<file path="config.mk">
export PLATFORM = sky130hd
export DESIGN_NAME = exc_seq
export DESIGN_NICKNAME = d
export VERILOG_FILES = /design/src/rtl/exc_seq.sv
export SDC_FILE = /design/constraint.sdc
export NUM_CORES = 1
export LEC_CHECK = 0
export BUFFER_PORTS_ARGS = -buffer_cell sky130_fd_sc_hd__buf_2
export CAP_MARGIN = 20
export CORE_UTILIZATION = 46
export DETAILED_ROUTE_END_ITERATION = 8
export PLACE_DENSITY = 0.85
export REMOVE_ABC_BUFFERS = 1
export SLEW_MARGIN = 20
export SYNTH_ARGS = -nofsm -noshare
export SYNTH_HDL_FRONTEND = slang
export SYNTH_SLANG_ARGS = --single-unit
</file>
<file path="constraint.sdc">
create_clock -name clk -period 3 [get_ports clk]
set_clock_uncertainty 0.15 [all_clocks]
set_input_delay 0.6 -clock clk [delete_from_list [all_inputs] [get_ports clk]]
set_output_delay 0.6 -clock clk [all_outputs]
set_load 0.01 [all_outputs]
</file>
<file path="src/rtl/exc_seq.sv">
// Exception/interrupt sequencer: saves state, fetches the vector over MIO and loads the PC.
// Optional macro EXC_IRQ_EDGE_EN switches irq lines to rising-edge detection with pending latches.
module exc_seq #(
  parameter int          N_SRC    = 4,
  parameter int          CAUSE_W  = 5,
  parameter logic [31:0] VEC_BASE = 32'h0000_0004,
  parameter int          MAX_WAIT = 255
) (
  input  logic               clk,
  input  logic               reset,
  input  logic [N_SRC-1:0]   irq,
  input  logic               syscall,
  input  logic               eret,
  input  logic               boundary,
  input  logic [31:0]        cp0_status,
  input  logic               MIO_ready,
  input  logic [31:0]        mem_data,
  output logic               int_pending,
  output logic               busy,
  output logic               mem_rd,
  output logic               CPU_MIO,
  output logic [31:0]        vec_addr,
  output logic [CAUSE_W-1:0] cause,
  output logic               wepc,
  output logic               wcau,
  output logic               wsta,
  output logic               exc,
  output logic               inta,
  output logic               pc_load,
  output logic [31:0]        pc_val,
  output logic               vec_err
);

  localparam int SRC_W = (N_SRC > 1) ? $clog2(N_SRC) : 1;

  typedef enum logic [2:0] {IDLE, SAVE, VEC_RD, LOAD_PC, RESTORE} state_t;

  state_t             state;
  logic [N_SRC-1:0]   mask;
  logic [N_SRC-1:0]   req_lines;
  logic [N_SRC-1:0]   active;
  logic               hw_req;
  logic [SRC_W-1:0]   sel_idx;
  logic [SRC_W-1:0]   src;
  logic               is_sys;
  logic [15:0]        wait_cnt;

  assign mask = cp0_status[8 +: N_SRC];

`ifdef EXC_IRQ_EDGE_EN
  logic [N_SRC-1:0] irq_prev;
  logic [N_SRC-1:0] pend;
  logic [N_SRC-1:0] pend_clr;

  always_comb begin
    pend_clr = '0;
    if (state == SAVE && !is_sys) pend_clr[src] = 1'b1;
  end

  // A fresh edge in the same cycle as the clear keeps the latch set.
  always_ff @(posedge clk or posedge reset) begin
    if (reset) begin
      irq_prev <= '0;
      pend     <= '0;
    end else begin
      irq_prev <= irq;
      pend     <= (pend & ~pend_clr) | (irq & ~irq_prev);
    end
  end

  assign req_lines = pend;
`else
  assign req_lines = irq;
`endif

  assign active      = req_lines & mask;
  assign hw_req      = cp0_status[0] & ~cp0_status[1] & (|active);
  assign int_pending = hw_req | syscall;

  always_comb begin
    sel_idx = '0;
    for (int i = N_SRC - 1; i >= 0; i--) begin
      if (active[i]) sel_idx = SRC_W'(i);
    end
  end

  // Outputs are loaded together with the state they belong to.
  always_ff @(posedge clk or posedge reset) begin
    if (reset) begin
      state    <= IDLE;
      src      <= '0;
      is_sys   <= 1'b0;
      wait_cnt <= '0;
      busy     <= 1'b0;
      mem_rd   <= 1'b0;
      CPU_MIO  <= 1'b0;
      vec_addr <= '0;
      cause    <= '0;
      wepc     <= 1'b0;
      wcau     <= 1'b0;
      wsta     <= 1'b0;
      exc      <= 1'b0;
      inta     <= 1'b0;
      pc_load  <= 1'b0;
      pc_val   <= '0;
      vec_err  <= 1'b0;
    end else begin
      wepc    <= 1'b0;
      wcau    <= 1'b0;
      wsta    <= 1'b0;
      exc     <= 1'b0;
      inta    <= 1'b0;
      pc_load <= 1'b0;
      case (state)
        IDLE: begin
          if (boundary && syscall) begin
            state  <= SAVE;
            is_sys <= 1'b1;
            cause  <= CAUSE_W'(8);
            busy   <= 1'b1;
            wepc   <= 1'b1;
            wcau   <= 1'b1;
            wsta   <= 1'b1;
            exc    <= 1'b1;
          end else if (boundary && eret) begin
            state   <= RESTORE;
            cause   <= '0;
            busy    <= 1'b1;
            wsta    <= 1'b1;
            pc_load <= 1'b1;
            pc_val  <= '0;
          end else if (boundary && hw_req) begin
            state  <= SAVE;
            is_sys <= 1'b0;
            src    <= sel_idx;
            cause  <= CAUSE_W'(16) + CAUSE_W'(sel_idx);
            busy   <= 1'b1;
            wepc   <= 1'b1;
            wcau   <= 1'b1;
            wsta   <= 1'b1;
            exc    <= 1'b1;
            inta   <= 1'b1;
          end
        end
        SAVE: begin
          state    <= VEC_RD;
          wait_cnt <= '0;
          mem_rd   <= 1'b1;
          CPU_MIO  <= 1'b1;
          vec_addr <= is_sys ? VEC_BASE : VEC_BASE + ((32'(src) + 32'd1) << 2);
        end
        VEC_RD: begin
          if (MIO_ready || wait_cnt == 16'(MAX_WAIT - 1)) begin
            state    <= LOAD_PC;
            mem_rd   <= 1'b0;
            CPU_MIO  <= 1'b0;
            vec_addr <= '0;
            pc_load  <= 1'b1;
            if (MIO_ready) begin
              pc_val <= mem_data;
            end else begin
              pc_val  <= VEC_BASE;
              vec_err <= 1'b1;
            end
          end else begin
            wait_cnt <= wait_cnt + 16'd1;
          end
        end
        LOAD_PC, RESTORE: begin
          state <= IDLE;
          busy  <= 1'b0;
        end
        default: begin
          state <= IDLE;
          busy  <= 1'b0;
        end
      endcase
    end
  end

endmodule

</file>
* Word level (Yosys, flattened, before mapping)
Index checks and enable logic that the tools add are counted.
** Word-level totals
- Logic and storage cells :: 100
- Bits in latches :: 0
- Register bits :: 98
- Memory bits (writable) :: 0
- Input bits :: 74
- Memory bits (read-only) :: 0
- Output and inout port bits :: 80
- Memories :: 0
** Operators by class
- Multiply operators :: 0
- Reductions and logical operators :: 20
- Shift operators :: 0
- Magnitude comparators :: 0
- Bitwise gates (word level) :: 9
- Eq/ne operators :: 9
- Div/mod/pow operators :: 0
- Mux-type cells :: 44
- Add/subtract/negate cells :: 4
** Operators with widths (count)
- 2-to-1 mux 32 bit :: 5
- one-hot mux 32 bit (2 select lines) :: 2
- one-hot mux 16 bit (2 select lines) :: 1
- 2-to-1 mux 1 bit :: 19
- adder 16 x 1 -> 16 bit, second input constant :: 1
- == test 16 x 8 -> 1 bit, second input constant :: 1
- 2-to-1 mux 16 bit :: 1
- 2-to-1 mux 5 bit :: 3
- 2-to-1 mux 3 bit :: 4
- != test 2 bit, second input constant :: 5
- AND reduction 2 bit :: 5
- one-hot mux 3 bit (3 select lines) :: 1
- 2-to-1 mux 2 bit :: 4
- AND reduction 4 bit :: 2
- adder 3 x 5 -> 6 bit, first input constant :: 1
- 2-to-1 mux 6 bit :: 1
- one-hot mux 1 bit (2 select lines) :: 3
- AND reduction 3 bit :: 2
- nonzero test 2 bit :: 3
- adder 5 x 2 -> 5 bit, first input constant :: 1
- NOT 1 bit :: 5
- bitwise AND 4 bit :: 1
- != test 4 bit, second input constant :: 1
- OR reduction 4 bit :: 1
- 10 further kinds :: 13

* Longest topological paths before layout
- Depth after elaboration :: 9
- Mapped depth :: 8

* Worst setup path after synthesis
Ideal clock, no wire load.
- Path kind :: register to register
- Start :: reg wait_cnt[8]
- End :: reg pc_val[0]
- Stages on the path, launching flop included :: 7
- Path slack :: 0.878 ns
- Buffers on the path :: 1
- Arrival time :: 1.851 ns
- Period minus slack after synthesis :: 2.122 ns
- Data required time :: 2.729 ns
- Setup time :: 0.121 ns
- Path through :: dfrtp_1 -> or4_4 -> nor4_4 -> o21a_1 -> nor2_2 -> buf_6 -> a22o_1
** On the way
- Cells in the longest elaborated chain, start to end :: 4
** RTL lines
- start, declared :: RTL line 46 : logic [15:0] wait_cnt;
- start signal, assigned :: RTL line 166 : wait_cnt <= wait_cnt + 16'd1;
- == test 16 x 8 -> 1 bit :: RTL line 153 : if (MIO_ready || wait_cnt == 16'(MAX_WAIT - 1)) begin
- logical OR 1 bit :: RTL line 153
- != test 2 bit (no line)
- AND reduction 4 bit (no line)
- end signal, assigned :: RTL line 160 : pc_val <= mem_data;
- end, declared :: RTL line 30 : output logic [31:0] pc_val,
Every way passes these cells.
A chain may end at the register's enable or synchronous reset.

* Worst setup path in the final report
- Start :: in irq[3]
- End :: out int_pending
** On the way
- Cells in the longest elaborated chain, start to end :: 4
** RTL lines
- start, declared :: RTL line 11 : input logic [N_SRC-1:0] irq,
- bitwise AND 4 bit :: RTL line 76 : assign active = req_lines & mask;
- OR reduction 4 bit :: RTL line 77 : assign hw_req = cp0_status[0] & ~cp0_status[1] & (|active);
- bitwise AND 1 bit :: RTL line 77
- bitwise OR 1 bit :: RTL line 78 : assign int_pending = hw_req | syscall;
- end, declared :: RTL line 18 : output logic int_pending,
Every way passes these cells.

==> reports/metrics.cfg <==
[status]
outcome = finished, final reports clean

[die]
die-area_um2 = 7280
die_h_um = 85.3
placeableCoreArea_um2 = 6530
boundaryPins = 154
row_count = 29
die_x_um = 85.3
start_util_pct = 48.9

[power_and_ir_drop]
p_comb_share_pct = 31.1
ir_drop_uv = 356
leakagePower_nw = 2.07
total_power_mw = 3.38
seqPwrFrac_pct = 40.8
p_int_mw = 2.31
p_sw_mw = 1.07
clkPwrFrac_pct = 28.2
switching_share_pct = 31.5
power.density_nw_per_um2 = 870

[sta]
finalHoldViolCount = 0
holdWs_ns = 0.197
fmax_ghz = 0.416
setup_viol = 0
setup_slack_ns = 0.595
timing.slew.headroom_pct = 52.4
tightest_slew_ns = 0.712
min_period_ns = 2.40
period_share_pct = 80.2
rsz0062_at_grt = false
drv_slew = 0
final.setup.tns_ns = 0

[global_routing]
grtUsageTotal_pct = 18.7
grt-ovfl-total = 0
grt_pass1_wl_mm = 10.6
grt_pass1_vias = 2315
grt_start_max_net_pins = 40
antenna_found_initial = 1

[clock_tree]
postCtsResizedCells = 0
cts_sinks = 69
clockBufferDepth = 2
cts.htree.levels = 3
postCtsSetupRepairBufs = 0
cts_root_buf = clkbuf_8
cts_tree = yes
clkTransAtPathRegs_ns = 0.07
clock_latency_ns = 0.33
cts_hold_buf = 0
numCtsBuffers = 9

[synthesis]
synthArstFlopShare_pct = 100
ys_seq_area_share_pct = 54.1
synth.distinct_cells = 45
synth_area_per_cell_um2 = 11.3
yosys_most_used_dff = dfrtp_1
netlist_instances = 283
synth-seq-cells = 69
yosys_warnings = 0
synth_edf_count = 0
netlist_area_um2 = 3190

[drt]
drc = 0
routed_wl_mm = 6.58
ant_nets = 0
drtIter0Drc = 79
via_count = 2444
routedWlPerCell_um = 14.2
routed_via_density = 5.26
dr.pass1.iters = 4

[worst_setup_path]
critical_path_class = in2out
start_kind = primary input
path_max_fanout = 3
worst_ep_arrival_time_ns = 1.65
worstSetupEndpointType = primary output
required_ns = 2.25

[final_layout]
drive_gt1_share_pct = 32.8
final_nets = 460
fill_cells = 540
synthToLayoutAreaGrowth_pct = 21.6
utilization_pct = 59.5

[placement]
numPortBuffers = 98
gp_congestion = 0.813
dp_hpwl_mm = 4.72
preCtsSetupSlack_ns = 0.645

[worst_hold_path]
hp-class = in2async

[flow_run]
drv_cap = 0

## area by class of cell
| class | count | area [um2] | area share, % |
|---|---|---|---|
| diodes | 1 | 2.50 | 0.0644 |
| clock buffers | 12 | 135 | 3.48 |
| clock inverters | 4 | 120 | 3.09 |
| inverters | 12 | 45.0 | 1.16 |
| multi-input cells | 188 | 1220 | 31.5 |
| flip-flops and latches | 69 | 1730 | 44.5 |
| well taps | 77 | 96.3 | 2.48 |
| repair buffers | 102 | 533 | 13.7 |
## worst paths after layout
kind / slack, ns / endpoint / cells past startpoint / startpoint
worst max-delay path: 0.60 / int_pending / 5 / irq[3]
max in group asynchronous: 1.88 / wait_cnt[5] / 3 / reset
worst min register to register: 0.30 / vec_err / 1 / vec_err
min in group clk: 0.30 / vec_err / 1 / vec_err
worst max register to register: 0.72 / wait_cnt[14] / 6 / wait_cnt[8]
worst min-delay path: 0.20 / pc_val[18] / 2 / reset
## sequential cells by signal, summed over array words and instances (netlist names), 2 cells and up
signal and flops:
wait_cnt 16, state 3, pc_val 32, src 2
cause 4, vec_addr 4
## stage by stage
step                area [um2]  cells
global route              3880    465
global placement          3620    448
floorplan                 2990    269
detailed placement        3620    448
finish                    3880    465
CTS                       3880    464
## metal layers
layer | GRT usage (%) | part of all wire [%] | wire length [um]
met5 | 0 | 0 | 0
met4 | 10.5 | 2.7 | 181
met3 | 3.60 | 6.8 | 447
met2 | 32.5 | 49 | 3230
met1 | 21.9 | 41 | 2730
## logic make-up (layout without fill, tap and decap cells)
family	after synthesis	in the layout	synth area share [%]
multiplexers	6	6	1.96
flip-flops	69	69	54.1
AO/OA/AOI/OAI	59	59	14.5
XOR/XNOR	11	11	3.02
other	1	30	0.117
AND/OR/NAND/NOR	79	79	13.8
adder cells (fa/ha/maj)	4	4	1.57
buffers and inverters	54	130	11.0
## cell usage after synthesis (2+ instances only)
| cell type | instances | share of area (%) |
|---|---|---|
| mux2_2 | 2 | 0.71 |
| nor3_1 | 7 | 1.1 |
| nor4b_1 | 2 | 0.55 |
| and3_1 | 4 | 0.78 |
| xnor2_1 | 11 | 3.0 |
| nand2b_1 | 2 | 0.39 |
| mux2i_1 | 4 | 1.3 |
| o21ai_0 | 7 | 1.1 |
| clkbuf_1 | 6 | 0.71 |
| or3_1 | 2 | 0.39 |
| o2bb2ai_1 | 2 | 0.55 |
| a22o_1 | 31 | 8.5 |
| inv_1 | 12 | 1.4 |
| ha_1 | 4 | 1.6 |
| and4_1 | 2 | 0.55 |
| buf_6 | 4 | 1.4 |
| dfrtp_1 | 69 | 54 |
| a21oi_1 | 6 | 0.94 |
| a22oi_1 | 2 | 0.47 |
| nand2_1 | 21 | 2.5 |
| o21a_1 | 3 | 0.71 |
| nand3_1 | 9 | 1.4 |
| nor3b_1 | 2 | 0.47 |
| nand4_1 | 3 | 0.59 |
| buf_4 | 32 | 7.5 |
| nand4b_1 | 2 | 0.55 |
| nor2_1 | 13 | 1.5 |
| o31ai_1 | 2 | 0.47 |
## power groups by stage
stage               clock, mW  sequential, mW  combinational (mW)
floorplan                   0            1.49               0.499
global placement            0            1.37                1.02
detailed placement          0            1.39                1.05
CTS                     0.976            1.38                1.07
global route             1.01            1.41                1.15
finish                  0.951            1.38                1.05
## critical path: stages
cell     delay (ns)
buf_2          0.11
a22oi_1        0.35
a21oi_1        0.14
or2_2          0.32
buf_2          0.15
## layout by cell type (no fill, tap or decap), drive strengths merged, types with 3 or more instances in the layout
cell type and count:
dfrtp 69, o21ai 8, and3 4, xnor2 11
nor2 14, nand3 9, bufinv 4, mux2i 4
ha 4, nor3 7, a21oi 6, clkbuf 12
conb 29, a22o 31, nand4 3, nand2 21
buf 102, o21a 3, inv 12
No activity file was read; power rests on OpenSTA's default activity.
